$ cat config.mk
export PLATFORM = sky130hd
export DESIGN_NAME = fc_outneuron_port_arbiter
export DESIGN_NICKNAME = d
export VERILOG_FILES = /design/src/rtl/fc_arb_pkg.sv /design/src/rtl/fc_wr_fifo.sv /design/src/rtl/fc_outneuron_port_arbiter.sv
export SDC_FILE = /design/constraint.sdc
export NUM_CORES = 1
export LEC_CHECK = 0
export ABC_AREA = 1
export BUFFER_PORTS_ARGS = -buffer_cell sky130_fd_sc_hd__buf_2
export CORE_ASPECT_RATIO = 0.6
export CORE_MARGIN = 5
export CORE_UTILIZATION = 40
export CTS_CLUSTER_DIAMETER = 150
export DETAILED_ROUTE_END_ITERATION = 10
export PLACE_DENSITY = 0.65
export SYNTH_ARGS = -nofsm -noshare
export SYNTH_HDL_FRONTEND = slang
export SYNTH_SLANG_ARGS = --single-unit
$ cat constraint.sdc
create_clock -name clock -period 4.45 [get_ports clock]
set_clock_uncertainty 0.05 [all_clocks]
set_input_delay 0.445 -clock clock [delete_from_list [all_inputs] [get_ports clock]]
set_output_delay 0.445 -clock clock [all_outputs]
set_load 0.01 [all_outputs]
$ cat src/rtl/fc_arb_pkg.sv
// Shared types for the FC output-neuron port-A arbiter.
// FSM states, grant selects, round-robin marks and a clog2 helper.
package fc_arb_pkg;

    typedef enum logic [1:0] {
        ST_IDLE,
        ST_COLLECT,
        ST_FLUSH,
        ST_READY
    } arb_state_t;

    typedef enum logic [1:0] {
        GNT_NONE,
        GNT_WR,
        GNT_RD
    } gnt_sel_t;

    localparam logic RR_READ  = 1'b0;
    localparam logic RR_WRITE = 1'b1;

    // Pointer width for a power-of-2 depth; never below 1 bit.
    function automatic int clog2(input int v);
        return (v <= 2) ? 1 : $clog2(v);
    endfunction

endpackage

$ cat src/rtl/fc_wr_fifo.sv
// Write-back buffer: address/data FIFO with per-entry address and valid
// vectors for the read hazard compare. Ports: push/pop, head, full/empty/level.
module fc_wr_fifo
    import fc_arb_pkg::*;
#(
    parameter int AW    = 7,
    parameter int DW    = 32,
    parameter int DEPTH = 4,
    parameter int LW    = clog2(DEPTH) + 1
) (
    input  logic                clock,
    input  logic                reset,
    input  logic                i_push,
    input  logic [AW-1:0]       i_addr,
    input  logic [DW-1:0]       i_data,
    input  logic                i_pop,
    output logic [AW-1:0]       o_head_addr,
    output logic [DW-1:0]       o_head_data,
    output logic                o_full,
    output logic                o_empty,
    output logic [LW-1:0]       o_level,
    output logic [DEPTH*AW-1:0] o_ent_addr,
    output logic [DEPTH-1:0]    o_ent_valid
);

    localparam int PW = clog2(DEPTH);

    logic [AW-1:0] r_addr [DEPTH];
    logic [DW-1:0] r_data [DEPTH];
    logic [PW-1:0] r_wptr;
    logic [PW-1:0] r_rptr;
    logic [LW-1:0] r_level;
    logic [PW-1:0] w_off;

    always_ff @(posedge clock) begin
        if (i_push) begin
            r_addr[r_wptr] <= i_addr;
            r_data[r_wptr] <= i_data;
        end
    end

    // Pointers wrap naturally: DEPTH is a power of 2.
    always_ff @(posedge clock or negedge reset) begin
        if (!reset) begin
            r_wptr  <= '0;
            r_rptr  <= '0;
            r_level <= '0;
        end else begin
            if (i_push) r_wptr <= r_wptr + 1'b1;
            if (i_pop)  r_rptr <= r_rptr + 1'b1;
            if (i_push && !i_pop)      r_level <= r_level + 1'b1;
            else if (i_pop && !i_push) r_level <= r_level - 1'b1;
        end
    end

    // Entry i is occupied when its distance from the head is below level.
    always_comb begin
        o_ent_valid = '0;
        o_ent_addr  = '0;
        w_off       = '0;
        for (int i = 0; i < DEPTH; i++) begin
            w_off = PW'(i) - r_rptr;
            o_ent_valid[i] = ({1'b0, w_off} < r_level);
            o_ent_addr[i*AW +: AW] = r_addr[i];
        end
    end

    assign o_head_addr = r_addr[r_rptr];
    assign o_head_data = r_data[r_rptr];
    assign o_full      = (r_level == LW'(DEPTH));
    assign o_empty     = (r_level == '0);
    assign o_level     = r_level;

endmodule

$ cat src/rtl/fc_outneuron_port_arbiter.sv
// Port-A owner for the FC output-neuron RAM: buffers write-back beats,
// arbitrates them against next-layer reads, and tracks layer completion.
module fc_outneuron_port_arbiter
    import fc_arb_pkg::*;
#(
    parameter int ADDR_WIDTH = 7,
    parameter int DATA_WIDTH = 8,
    parameter int PO         = 4,
    parameter int FIFO_DEPTH = 4,
    parameter int RD_LATENCY = 2
) (
    input  logic                       clock,
    input  logic                       reset,
    input  logic                       wr_valid,
    input  logic [ADDR_WIDTH-1:0]      wr_addr,
    input  logic [DATA_WIDTH*PO-1:0]   wr_data,
    output logic                       wr_ready,
    input  logic                       layer_done,
    input  logic                       rd_req,
    input  logic [ADDR_WIDTH-1:0]      rd_addr,
    output logic                       rd_gnt,
    output logic                       rd_data_valid,
    output logic [ADDR_WIDTH-1:0]      ram_address_a,
    output logic [DATA_WIDTH*PO-1:0]   ram_data_a,
    output logic                       ram_wren_a,
    output logic                       ram_rden_a,
    output logic                       results_ready,
    output logic                       proto_err,
    output logic [clog2(FIFO_DEPTH):0] fifo_level
);

    localparam int AW = ADDR_WIDTH;
    localparam int BW = DATA_WIDTH * PO;
    localparam int LW = clog2(FIFO_DEPTH) + 1;

    arb_state_t             r_state;
    logic                   r_rr_last;
    logic                   r_wren;
    logic                   r_rden;
    logic [AW-1:0]          r_addr;
    logic [BW-1:0]          r_data;
    logic [RD_LATENCY-1:0]  r_rdv_sr;
    logic                   r_results_ready;
    logic                   r_proto_err;

    logic [AW-1:0]            w_head_addr;
    logic [BW-1:0]            w_head_data;
    logic                     w_full;
    logic                     w_empty;
    logic [LW-1:0]            w_level;
    logic [FIFO_DEPTH*AW-1:0] w_ent_addr;
    logic [FIFO_DEPTH-1:0]    w_ent_valid;
    logic                     w_hazard;
    logic                     w_rd_elig;
    logic                     w_wr_elig;
    logic                     w_push;
    logic                     w_pop;
    gnt_sel_t                 w_gnt;

    fc_wr_fifo #(
        .AW    (AW),
        .DW    (BW),
        .DEPTH (FIFO_DEPTH),
        .LW    (LW)
    ) u_fifo (
        .clock       (clock),
        .reset       (reset),
        .i_push      (w_push),
        .i_addr      (wr_addr),
        .i_data      (wr_data),
        .i_pop       (w_pop),
        .o_head_addr (w_head_addr),
        .o_head_data (w_head_data),
        .o_full      (w_full),
        .o_empty     (w_empty),
        .o_level     (w_level),
        .o_ent_addr  (w_ent_addr),
        .o_ent_valid (w_ent_valid)
    );

    // Includes the head even when it pops this cycle: the write is not
    // in RAM until the next cycle, so the read must still wait.
    always_comb begin
        w_hazard = 1'b0;
        for (int i = 0; i < FIFO_DEPTH; i++) begin
            if (w_ent_valid[i] && (w_ent_addr[i*AW +: AW] == rd_addr))
                w_hazard = 1'b1;
        end
    end

    assign w_rd_elig = rd_req && !w_hazard && (r_state != ST_FLUSH);
    assign w_wr_elig = !w_empty;

    always_comb begin
        w_gnt = GNT_NONE;
        if (w_wr_elig && (w_full || r_state == ST_FLUSH))
            w_gnt = GNT_WR;
        else if (w_wr_elig && w_rd_elig)
            w_gnt = (r_rr_last == RR_WRITE) ? GNT_RD : GNT_WR;
        else if (w_wr_elig)
            w_gnt = GNT_WR;
        else if (w_rd_elig)
            w_gnt = GNT_RD;
    end

    assign wr_ready = !w_full && (r_state != ST_FLUSH);
    assign w_push   = wr_valid && wr_ready;
    assign w_pop    = (w_gnt == GNT_WR);
    assign rd_gnt   = (w_gnt == GNT_RD);

    always_ff @(posedge clock or negedge reset) begin
        if (!reset) begin
            r_rr_last <= RR_READ;
            r_wren    <= 1'b0;
            r_rden    <= 1'b0;
            r_addr    <= '0;
            r_data    <= '0;
            r_rdv_sr  <= '0;
        end else begin
            r_wren <= (w_gnt == GNT_WR);
            r_rden <= (w_gnt == GNT_RD);
            if (w_gnt == GNT_WR) begin
                r_addr    <= w_head_addr;
                r_data    <= w_head_data;
                r_rr_last <= RR_WRITE;
            end else if (w_gnt == GNT_RD) begin
                r_addr    <= rd_addr;
                r_rr_last <= RR_READ;
            end
            r_rdv_sr[0] <= r_rden;
            for (int i = 1; i < RD_LATENCY; i++)
                r_rdv_sr[i] <= r_rdv_sr[i-1];
        end
    end

    always_ff @(posedge clock or negedge reset) begin
        if (!reset) begin
            r_state         <= ST_IDLE;
            r_results_ready <= 1'b0;
            r_proto_err     <= 1'b0;
        end else begin
            unique case (r_state)
                ST_IDLE: begin
                    if (layer_done) r_proto_err <= 1'b1;
                    if (wr_valid)   r_state     <= ST_COLLECT;
                end
                ST_COLLECT: begin
                    if (layer_done) r_state <= ST_FLUSH;
                end
                ST_FLUSH: begin
                    if (wr_valid || layer_done) r_proto_err <= 1'b1;
                    if (w_empty && (w_gnt != GNT_WR)) begin
                        r_state         <= ST_READY;
                        r_results_ready <= 1'b1;
                    end
                end
                ST_READY: begin
                    if (layer_done) r_proto_err <= 1'b1;
                    if (wr_valid) begin
                        r_state         <= ST_COLLECT;
                        r_results_ready <= 1'b0;
                    end
                end
                default: r_state <= ST_IDLE;
            endcase
        end
    end

    assign ram_wren_a    = r_wren;
    assign ram_rden_a    = r_rden;
    assign ram_address_a = r_addr;
    assign ram_data_a    = r_data;
    assign rd_data_valid = r_rdv_sr[RD_LATENCY-1];
    assign results_ready = r_results_ready;
    assign proto_err     = r_proto_err;
    assign fifo_level    = w_level;

endmodule

# ---- Word level (Yosys, flattened, before mapping)
# Memory sizes are Yosys's and may differ from the RTL's. A register that Yosys moved wholly into a read port is not among the register bits.
# Cells that the tools add are included.
dict set report totals {
  ram_bits 156
  regBits 23
  output_inout_bits 49
  romBits 0
  inputBits 51
  mem_count 2
  latchBits 0
  word_cells 101
}
# memory depth width rd rd_ports_with_merged_regs write_ports line
set mem_list {}
lappend mem_list {u_fifo.r_data 4 32 1 1 1 fc_wr_fifo.sv:29} ;# logic [DW-1:0] r_data [DEPTH];
lappend mem_list {u_fifo.r_addr 4 7 5 0 1 fc_wr_fifo.sv:28} ;# logic [AW-1:0] r_addr [DEPTH];
dict set report op_classes {
  n_bitwise 0
  n_reduce_logical 31
  muxes 27
  eq_ne 18
  div 0
  addsub 8
  mul 0
  shifts 0
  magnitude_cmp 4
}
# cell n
set ops {}
lappend ops {{equality test 7 bit} 4}
lappend ops {{2-to-1 mux 2 bit} 8}
lappend ops {{2-to-1 mux 7 bit} 2}
lappend ops {{logical AND 1 bit} 13}
lappend ops {{< comparator 2 x 3 -> 1 bit} 4}
lappend ops {{2-to-1 mux 1 bit} 12}
lappend ops {{inequality test 2 x 1 -> 1 bit (second input constant)} 5}
lappend ops {{AND reduction 3 bit} 3}
lappend ops {{nonzero test 2 bit} 4}
lappend ops {{equality test 2 bit (second input constant)} 3}
lappend ops {{zero test 1 bit} 6}
lappend ops {{2-to-1 mux 3 bit} 2}
lappend ops {{inequality test 2 bit (second input constant)} 3}
lappend ops {{case mux 2 bit (3 select lines)} 1}
lappend ops {{adder 2 x 1 -> 2 bit (second input constant)} 2}
lappend ops {{equality test 2 x 1 -> 1 bit (second input constant)} 2}
lappend ops {{case mux 1 bit (2 select lines)} 2}
lappend ops {{subtractor 1 x 2 -> 2 bit (first input constant)} 2}
lappend ops {{subtractor 2 bit (first input constant)} 2}
lappend ops {{adder 3 x 1 -> 3 bit (second input constant)} 1}
lappend ops {{equality test 3 bit (second input constant)} 1}
lappend ops {{zero test 3 bit} 1}
lappend ops {{subtractor 3 x 1 -> 3 bit (second input constant)} 1}
lappend ops {{zero test 2 bit} 1}
lappend ops {{other kinds (2)} 3}

# ---- Depth between registers and ports, before layout
# Gate-level depths: netlist of run 1.
dict set report logic_depth {
  word_depth 18
  ltp_mapped 23
  depth_no_buf 21
}

# ---- By module
# From an unflattened synthesis of run 1, not the netlist that was laid out.
dict set report unflattened {
  hier_cells 836
  hier_area_um2 8999.9
}
# mod seq_area_each_um2 cells_each n_inst area_per_inst_um2
set modules_own_cells {}
lappend modules_own_cells {fc_wr_fifo 4859.7 450 1 6381.1}
lappend modules_own_cells {fc_outneuron_port_arbiter 1201.2 386 1 2618.8}

# ---- Worst setup path before layout of run 1
# Ideal clock, no wire load.
dict set report synth_timing {
  path_kind {reg-to-reg}
  startpoint {register u_fifo.r_rptr[0]}
  endpoint {register u_fifo.r_level[2] (netlist: u_fifo.o_level[2])}
  t_arrival_ns 3.277
  required_ns 4.269
  n_path_buf 2
  period_less_slack_ns 3.458
  stages_incl_launch_ff 23
  setup_time_ns 0.131
  setup_slack_ns 0.992
  cell_sequence {dfrtp_1 > nor2_1 > buf_4 > nor2_1 > ha_1 > inv_1 > nor2_1 > a22oi_1 > nand3_1 > nor2_1 > nor2_1 > nand2_1 > nand2_1 > nand2_1 > ha_1 > clkinv_1 > clkbuf_1 > ha_1 > inv_1 > fa_1 > a21oi_1 > o21ai_0 > xor2_1}
}
dict set report synth_between {
  elab_chain_len 18
  word_cells_on_any_way 30
  cone_classes {add/sub (4); order compare (4); eq/ne (1); mux (9); reduce/logical (12)}
}
# element line
set synth_lines {}
lappend synth_lines {{from (decl)} fc_wr_fifo.sv:31} ;# logic [PW-1:0] r_rptr;
lappend synth_lines {{from (signal assigned)} fc_wr_fifo.sv:50} ;# if (i_pop) r_rptr <= r_rptr + 1'b1;
lappend synth_lines {{subtractor 1 x 2 -> 2 bit} fc_wr_fifo.sv:62} ;# w_off = PW'(i) - r_rptr;
lappend synth_lines {{< comparator 2 x 3 -> 1 bit} fc_wr_fifo.sv:63} ;# o_ent_valid[i] = ({1'b0, w_off} < r_level);
lappend synth_lines {{logical AND 1 bit} fc_outneuron_port_arbiter.sv:86} ;# if (w_ent_valid[i] && (w_ent_addr[i*AW +: AW] == rd_addr))
lappend synth_lines {{2-to-1 mux 1 bit (3 in series)} fc_outneuron_port_arbiter.sv:86}
lappend synth_lines {{2-to-1 mux 1 bit *} fc_outneuron_port_arbiter.sv:86}
lappend synth_lines {{zero test 1 bit *} fc_outneuron_port_arbiter.sv:91} ;# assign w_rd_elig = rd_req && !w_hazard && (r_state != ST_FLUSH);
lappend synth_lines {{logical AND 1 bit * (2 in series)} fc_outneuron_port_arbiter.sv:91}
lappend synth_lines {{2-to-1 mux 2 bit} fc_outneuron_port_arbiter.sv:102} ;# else if (w_rd_elig)
lappend synth_lines {{2-to-1 mux 2 bit} fc_outneuron_port_arbiter.sv:100} ;# else if (w_wr_elig)
lappend synth_lines {{2-to-1 mux 2 bit *} fc_outneuron_port_arbiter.sv:98} ;# else if (w_wr_elig && w_rd_elig)
lappend synth_lines {{2-to-1 mux 2 bit *} fc_outneuron_port_arbiter.sv:96} ;# if (w_wr_elig && (w_full || r_state == ST_FLUSH))
lappend synth_lines {{equality test 2 x 1 -> 1 bit *} fc_outneuron_port_arbiter.sv:108} ;# assign w_pop = (w_gnt == GNT_WR);
lappend synth_lines {{via u_fifo.i_pop} fc_wr_fifo.sv:16} ;# input logic i_pop,
lappend synth_lines {{zero test 1 bit} fc_wr_fifo.sv:51} ;# if (i_push && !i_pop) r_level <= r_level + 1'b1;
lappend synth_lines {{logical AND 1 bit} fc_wr_fifo.sv:51}
lappend synth_lines {{2-to-1 mux 3 bit / nonzero test 2 bit (equally long branches)} --}
lappend synth_lines {{to (signal assigned)} fc_wr_fifo.sv:51}
lappend synth_lines {{to (signal assigned)} fc_wr_fifo.sv:52} ;# else if (i_pop && !i_push) r_level <= r_level - 1'b1;
lappend synth_lines {{to (decl)} fc_wr_fifo.sv:32} ;# logic [LW-1:0] r_level;
# The timed path passes the listed nets; every way through them passes the cells marked *.
# A chain may end at the register's enable or synchronous reset.

# ---- Worst setup path after layout of run 1
dict set report layout_timing {
  startpoint {register u_fifo.r_rptr[1]}
  endpoint {register u_fifo.r_level[2] (netlist: u_fifo.o_level[2])}
}
# The elaborated chain is that of the path after synthesis.

==> run_results.csv, run 1 <==
group,metric,value,unit
outcome,status,"completed",
logic_synthesis,ys_types,31,
worst_setup_path,cp_cell_sequence,"nand2_1, inv_1, nor2_1, inv_1, ha_1, nand3_1, nand2_1, nor3_1, nor2_1, nand2_1, nand2_1, nand2_1, ha_2, clkinv_1, buf_4, ha_1, inv_1, fa_1, a21oi_1, o21ai_0, xor2_1",
clock_tree,cts_htree_levels,1,
worst_setup_path,endpoint,"u_fifo.o_level[2]",
sta,min_period,3430,ps
worst_setup_path,r2r-end,"u_fifo.o_level[2]",
worst_setup_path,critPathMaxStageDelay,480,ps
power,p_seq_frac,0.415,
worst_setup_path,required,4770,ps
clock_tree,cts_made_buffers,20,
floorplan,start_util,0.405,
worst_setup_path,arrival,3740,ps
logic_synthesis,ys_seq_elements,211,
logic_synthesis,syn-cell-area,8460,um^2
logic_synthesis,netlist_top_cells_area,"edfxtp_1 55%, dfrtp_1 16%, nand2_1 7.1%, a22oi_1 3.9%, nor2_1 2.4%",
grt,antenna_found_initial,2,
sta,max_freq,292,MHz
logic_synthesis,synth_top_area_cell,"edfxtp_1",
worst_setup_path,r2r.worst_path.cells,21,
sta,setup_violations,0,
clock_tree,clock_latency,490,ps
sta,tns,0,ps
sta,period_share,0.770,
floorplan,die_x,198,um
clock_tree,clock-sinks,211,
logic_synthesis,synth_most_common_cell,"nand2_1",
floorplan,num_io_pins,100,
worst_setup_path,rr_startpoint,"u_fifo.r_rptr[1]",
sta,slew_violations,0,
floorplan,dieArea,24200,um^2
logic_synthesis,syn-num-nets,729,
routing,vias,5284,
worst_setup_path,critPathMaxFanout,18,
logic_synthesis,netlist_instances,663,
final_layout,area_delta_synth_final,16.8,%
logic_synthesis,yosysSeqAreaShare,0.717,
worst_setup_path,cpLargestDelayFamily,"adder cells",
power,swShare,0.362,
floorplan,rows,41,
routing,drtPass1Iterations,5,
power,power_switching,2590,uW
logic_synthesis,async_reset_ff_frac,0.261,
run,drv_cap,0,
logic_synthesis,ys_top_cells_by_count,"160 x nand2_1, 156 x edfxtp_1, 55 x dfrtp_1",
placed_design,dp_hpwl,12000,um
routing,ant_nets,0,
logic_synthesis,synth_edf_count,156,
logic_synthesis,synth_ff_type,"edfxtp_1",
placed_design,dpl.cell_count,1020,
grt,grt_start_max_net_pins,68,
power,p_int,4560,uW
grt,grt_pass1_wl,29400,um
clock_tree,max-clock-path-buffers,3,
logic_synthesis,yosysTopAreaCellShare,0.554,
clock_tree,path_clk_slew,70,ps
worst_setup_path,slowest_stage,"dfrtp_1",
routing,wirelength,19100,um
grt,track_usage,0.156,
power,p_comb_frac,0.348,
worst_setup_path,cp-start-kind,"flip-flop",
sta,hold_violations,0,
final_layout,drive_above_1_share,0.187,
floorplan,core,20900,um^2
logic_synthesis,synth.avg_cell_area,12.8,um^2
final_layout,n_antenna_cell,0,
power,ir_worst_vdd,0.376,mV
min_path,hp-class,"in2reg",
clock_tree,post-cts-setup-buffers,0,
logic_synthesis,ys.warnings.count,0,
power,p_clk_frac,0.238,
sta,slew_headroom,0.213,
floorplan,die_h,123,um
power,pwr_density_cell,723,nW/um^2
worst_setup_path,critPathCaptureType,"flip-flop",
final_layout,final_nets,830,
worst_setup_path,critPathBufInv,5,
sta,worst_slew_pin_slew,1180,ps
clock_tree,cts_tree,"yes",
placed_design,gp_congestion,0.873,
worst_setup_path,cp_common_cell,"nand2_1",
routing,drtIter0Drc,363,
routing,route.detailed.drc,0,
worst_setup_path,critPathLaunch,"u_fifo.r_rptr[1]",
grt,grt_pass1_vias,5150,
routing,vias_per_cell,5.00,
power,p_leak,0.00388,uW
sta,rsz0062_at_grt,"false",
placed_design,portBuffers,99,
worst_setup_path,worstSetupPathType,"reg2reg",
final_layout,instances_no_fill,1056,
worst_setup_path,rrSetupSlack,1020,ps
grt,gr-total-overflow,0,
worst_setup_path,crit_cells,21,
routing,wire_per_inst,18.1,um
clock_tree,cts-root-buf,"clkbuf_16",
clock_tree,cts_resized,0,
## metal layers
metal  global-route usage  vias to the layer above  part of all wire
met5                    0                        -            0.0021
met1                0.245                     2551              0.49
met2                0.224                      175              0.43
met4               0.0288                        4             0.011
li1                     -                     2534                 -
met3               0.0337                       20             0.072
## repair_timing
item                                    CTS  global route
hold buffers                              1             0
hold endpoints to repair                 19             0
endpoints found under the setup margin    0             0
## logic make-up after synthesis
| logic type | synth area share |
|---|---|
| AND/OR/NAND/NOR | 0.110 |
| buffers and inverters | 0.0444 |
| AO/OA/AOI/OAI | 0.0861 |
| flip-flops | 0.717 |
| XOR/XNOR | 0.0197 |
| adder cells (fa/ha/maj) | 0.0231 |
## flip-flops by register name (all words and copies together) (netlist names)
signal	flops
r_state	2
u_fifo.o_level	3
ram_data_a	32
proto_err	1
results_ready	1
r_rdv_sr	2
ram_wren_a	1
u_fifo.r_data	128
ram_address_a	7
u_fifo.r_addr	28
ram_rden_a	1
r_rr_last	1
u_fifo.r_rptr	2
u_fifo.r_wptr	2
## stage by stage
stage | power [uW] | hold WS, ps | worst slack, ps | utilization | cell area, um^2
global route | 7640 | 109 | 664 | 0.473 | 9880
finish | 7150 | 119 | 1020 | 0.473 | 9880
global placement | 5490 | 284 | 1150 | 0.442 | 9220
detailed placement | 5530 | 285 | 1040 | 0.442 | 9220
CTS | 7230 | 107 | 1020 | 0.473 | 9880
floorplan | 4680 | 99.4 | 992 | - | 8460
## cells in the final DEF, fill, tap and decap left out, drive strengths merged, types with 14 or more instances in the layout
master / netlist / final
a22oi: 44 / 44
clkbuf: 10 / 29
nand2: 160 / 160
a41oi: 17 / 17
dfrtp: 55 / 55
edfxtp: 156 / 156
a21oi: 19 / 19
nor2: 58 / 58
buf: 21 / 109
ha: 14 / 14
inv: 45 / 45
## final cells by class
| cell class | count | area [um^2] |
|---|---|---|
| Clock buffer | 29 | 566 |
| Tap cell | 279 | 349 |
| Inverter | 46 | 173 |
| Clock inverter | 6 | 80.1 |
| Fill cell | 1884 | 11000 |
| Timing Repair Buffer | 110 | 581 |
| Sequential cell | 211 | 6060 |
| Multi-Input combinational cell | 375 | 2070 |
## worst min-delay path by stage
stage | end | cells after the start | startpoint | slack [ps]
after floorplan | proto_err | 0 | reset | 100
after global placement | r_rdv_sr[1] | 0 | r_rdv_sr[0] | 280
after detailed placement | r_rdv_sr[1] | 0 | r_rdv_sr[0] | 280
after CTS | u_fifo.r_addr[0][2] | 1 | wr_addr[2] | 110
after global routing | u_fifo.r_data[3][4] | 1 | wr_data[4] | 110
final | u_fifo.r_addr[0][2] | 1 | wr_addr[2] | 120
## power by group through the flow
| stage | clock [uW] | sequential (uW) | combinational (uW) |
|---|---|---|---|
| 2_1_floorplan | 0 | 3050 | 1630 |
| 3_3_place_gp | 0 | 2990 | 2500 |
| 3_5_place_dp | 0 | 3000 | 2530 |
| 4_1_cts | 1740 | 2960 | 2530 |
| 5_1_grt | 1820 | 3010 | 2810 |
| 6_report | 1700 | 2960 | 2480 |
Note: power is estimated with default switching activity, not from simulation.
==> run 2: changes to the inputs <==
--- a/config.mk
+++ b/config.mk
@@ -12,7 +12,7 @@
 export CORE_UTILIZATION = 40
 export CTS_CLUSTER_DIAMETER = 150
 export DETAILED_ROUTE_END_ITERATION = 10
-export PLACE_DENSITY = 0.65
+export PLACE_DENSITY = 0.68
 export SYNTH_ARGS = -nofsm -noshare
 export SYNTH_HDL_FRONTEND = slang
 export SYNTH_SLANG_ARGS = --single-unit
==> constraint.sdc (replaced) <==
create_clock -name clock -period 2.8 [get_ports clock]
set_clock_uncertainty 0.05 [all_clocks]
set_input_delay 0.28 -clock clock [delete_from_list [all_inputs] [get_ports clock]]
set_output_delay 0.28 -clock clock [all_outputs]
set_load 0.01 [all_outputs]
==> run 2 against run 1 <==
The flow now finishes with violations (negative setup slack). Total power rose by 76%. Via count rose by 5.7%. Critical path depth fell by 1. Sequential power rose by 59%. Clock-buffer cell count did not move. Sequential cell count did not move. Cell count rose by 6.5%. Wire length rose by 8.1%. Largest power group is now combinational cells. Highest routed layer is now met4.
==> run_results.csv, run 2 (synthesis gave the netlist of run 1 again) <==
group,metric,value,unit
grt,gr-total-overflow,0,
sta,period_share,1.05,
worst_setup_path,cp-start-kind,"flip-flop",
routing,ant_nets,0,
sta,max_freq,341,MHz
grt,grt_start_max_net_pins,42,
worst_setup_path,worstSetupPathType,"reg2reg",
worst_setup_path,cp_cell_sequence,"nand2_2, inv_2, nor2_4, ha_4, inv_2, nor2_2, a22oi_2, nand3_1, nor2_1, nor2_2, nand2_2, nand2_2, nand2_2, ha_4, clkinv_4, ha_4, inv_2, fa_2, nor2_1, a21oi_1",
power,ir_worst_vdd,0.666,mV
grt,busiest_layer,"met1",
final_layout,regMostFlops,"u_fifo.r_data",
floorplan,start_util,0.405,
placed_design,dp_hpwl,12200,um
run,drv_cap,0,
final_layout,largest_register_ffs,128,
grt,grtUsageMet1,0.250,
clock_tree,cts_tree,"yes",
worst_setup_path,critPathCaptureType,"flip-flop",
grt,antenna_found_initial,0,
sta,worst_slew_pin_slew,737,ps
power,p_total,12500,uW
sta,slew_violations,0,
worst_setup_path,slowest_stage,"dfrtp_2",
final_layout,area_delta_synth_final,27.8,%
clock_tree,clock-sinks,211,
sta,rsz0062_at_grt,"true",
worst_setup_path,required,3120,ps
floorplan,die_h,123,um
routing,vias_per_cell,4.96,
sta,slew_headroom,0.509,
worst_setup_path,cp_common_cell,"nand2_2",
sta,setup_violations,3,
grt,grt_pass1_vias,5416,
placed_design,gp_congestion,0.822,
routing,vias,5584,
min_path,hp-class,"in2reg",
clock_tree,cts_made_buffers,20,
routing,drtIter0Drc,447,
final_layout,final_nets,897,
routing,wire_per_inst,18.4,um
clock_tree,clock_latency,490,ps
grt,track_usage,0.162,
placed_design,portBuffers,99,
sta,hold_violations,0,
routing,drtPass1Iterations,5,
routing,wirelength,20700,um
grt,grt_pass1_wl,30500,um
outcome,status,"finished, violations left",
floorplan,num_io_pins,100,
worst_setup_path,critPathBufInv,4,
clock_tree,max-clock-path-buffers,3,
final_layout,layout_common_cells,"156 x nand2_1, 156 x edfxtp_1, 98 x buf_2",
routing,route.detailed.drc,0,
clock_tree,path_clk_slew,70,ps
floorplan,core,20900,um^2
floorplan,rows,41,
power,pwr_density_cell,1160,nW/um^2
final_layout,drive_above_1_share,0.244,
worst_setup_path,arrival,3250,ps
sta,min_period,2930,ps
clock_tree,cts_htree_levels,1,
power,p_leak,0.00425,uW
floorplan,die_x,198,um
worst_setup_path,critPathMaxFanout,3,
floorplan,dieArea,24200,um^2
final_layout,fillers,1763,
sta,setup_slack,-129,ps
outcome,violations,"negative setup slack",
worst_setup_path,cpLargestDelayFamily,"simple AND/OR/NAND/NOR gates",
grt,met2_usage,0.241,
grt,met3_usage,0.0283,
worst_setup_path,critPathMaxStageDelay,440,ps
clock_tree,cts-root-buf,"clkbuf_16",
placed_design,pre_cts_ws,-109,ps
-- run 2: cell count changes in the layout (fill, tap and decap cells not counted), moves of 5 or more --
cell           delta
dlygate4sd3_1    +39
buf_4            +15
buf_12            +5
buf_6             +5
ha_4              +5
nor2_1            -5
-- run 2: tightest hold or removal path: stages --
cell and delay [ps]:
buf_2 100, nor2_1 40, o21bai_1 120
-- run 2: final timing paths --
path                                       start                end  slack, ps  depth (start not counted)
worst max-delay path            u_fifo.r_rptr[1]  u_fifo.o_level[1]       -130                         20
worst min-delay path                  layer_done          proto_err         40                          3
worst max register to register  u_fifo.r_rptr[1]  u_fifo.o_level[1]       -130                         20
worst min register to register       r_rdv_sr[0]        r_rdv_sr[1]        300                          0
max in group asynchronous                  reset   u_fifo.r_rptr[1]       1730                          3
min in group asynchronous                  reset      ram_data_a[3]        330                          2
-- run 2: area by class of cell --
class                   instances  area [um^2]  share of cell area
flip-flops and latches        211         6060               0.561
clock buffers                  29          596              0.0551
clock inverters                 7         71.3             0.00660
well taps                     279          349              0.0323
repair buffers                177         1340               0.124
inverters                      46          180              0.0167
diodes                          1         2.50            0.000232
multi-input cells             375         2210               0.204
-- run 2: routing by layer --
metal	vias to the layer above	routed length, um
met3	27	1370
met4	0	390
met1	2727	9940
met2	157	8980
li1	2673	-
met5	-	0
-- run 2: per-stage QoR --
step / setup TNS [ps] / cells / instance area (um^2) / utilization / hold WS [ps]
final: -346 / 1125 / 10800 / 0.518 / 37.9
after global routing: -2700 / 1124 / 10800 / 0.517 / 67.7
after CTS: -65.6 / 1116 / 10600 / 0.508 / 24.2
after detailed placement: -113 / 1037 / 9450 / 0.453 / 285
after global placement: -16.5 / 1037 / 9450 / 0.453 / 284
after floorplan: -74430 / 663 / 8510 / - / -65.6
-- run 2: power breakdown --
group          internal, uW  total [uW]  switching [uW]
registers              4300        4710             417
logic                  2070        5110            3030
clock network          1580        2720            1140
total                  7950       12500            4590
-- run 2: timing repair --
| action | 4_1_cts | 5_1_grt |
|---|---|---|
| setup endpoints to repair | 5 | 41 |
| hold buffers | 40 | 0 |
| gates resized for setup | 15 | 21 |
| gates cloned | 0 | 3 |
| setup buffers | 3 | 5 |
| pin swaps | 8 | 7 |
| hold endpoints to repair | 184 | 0 |
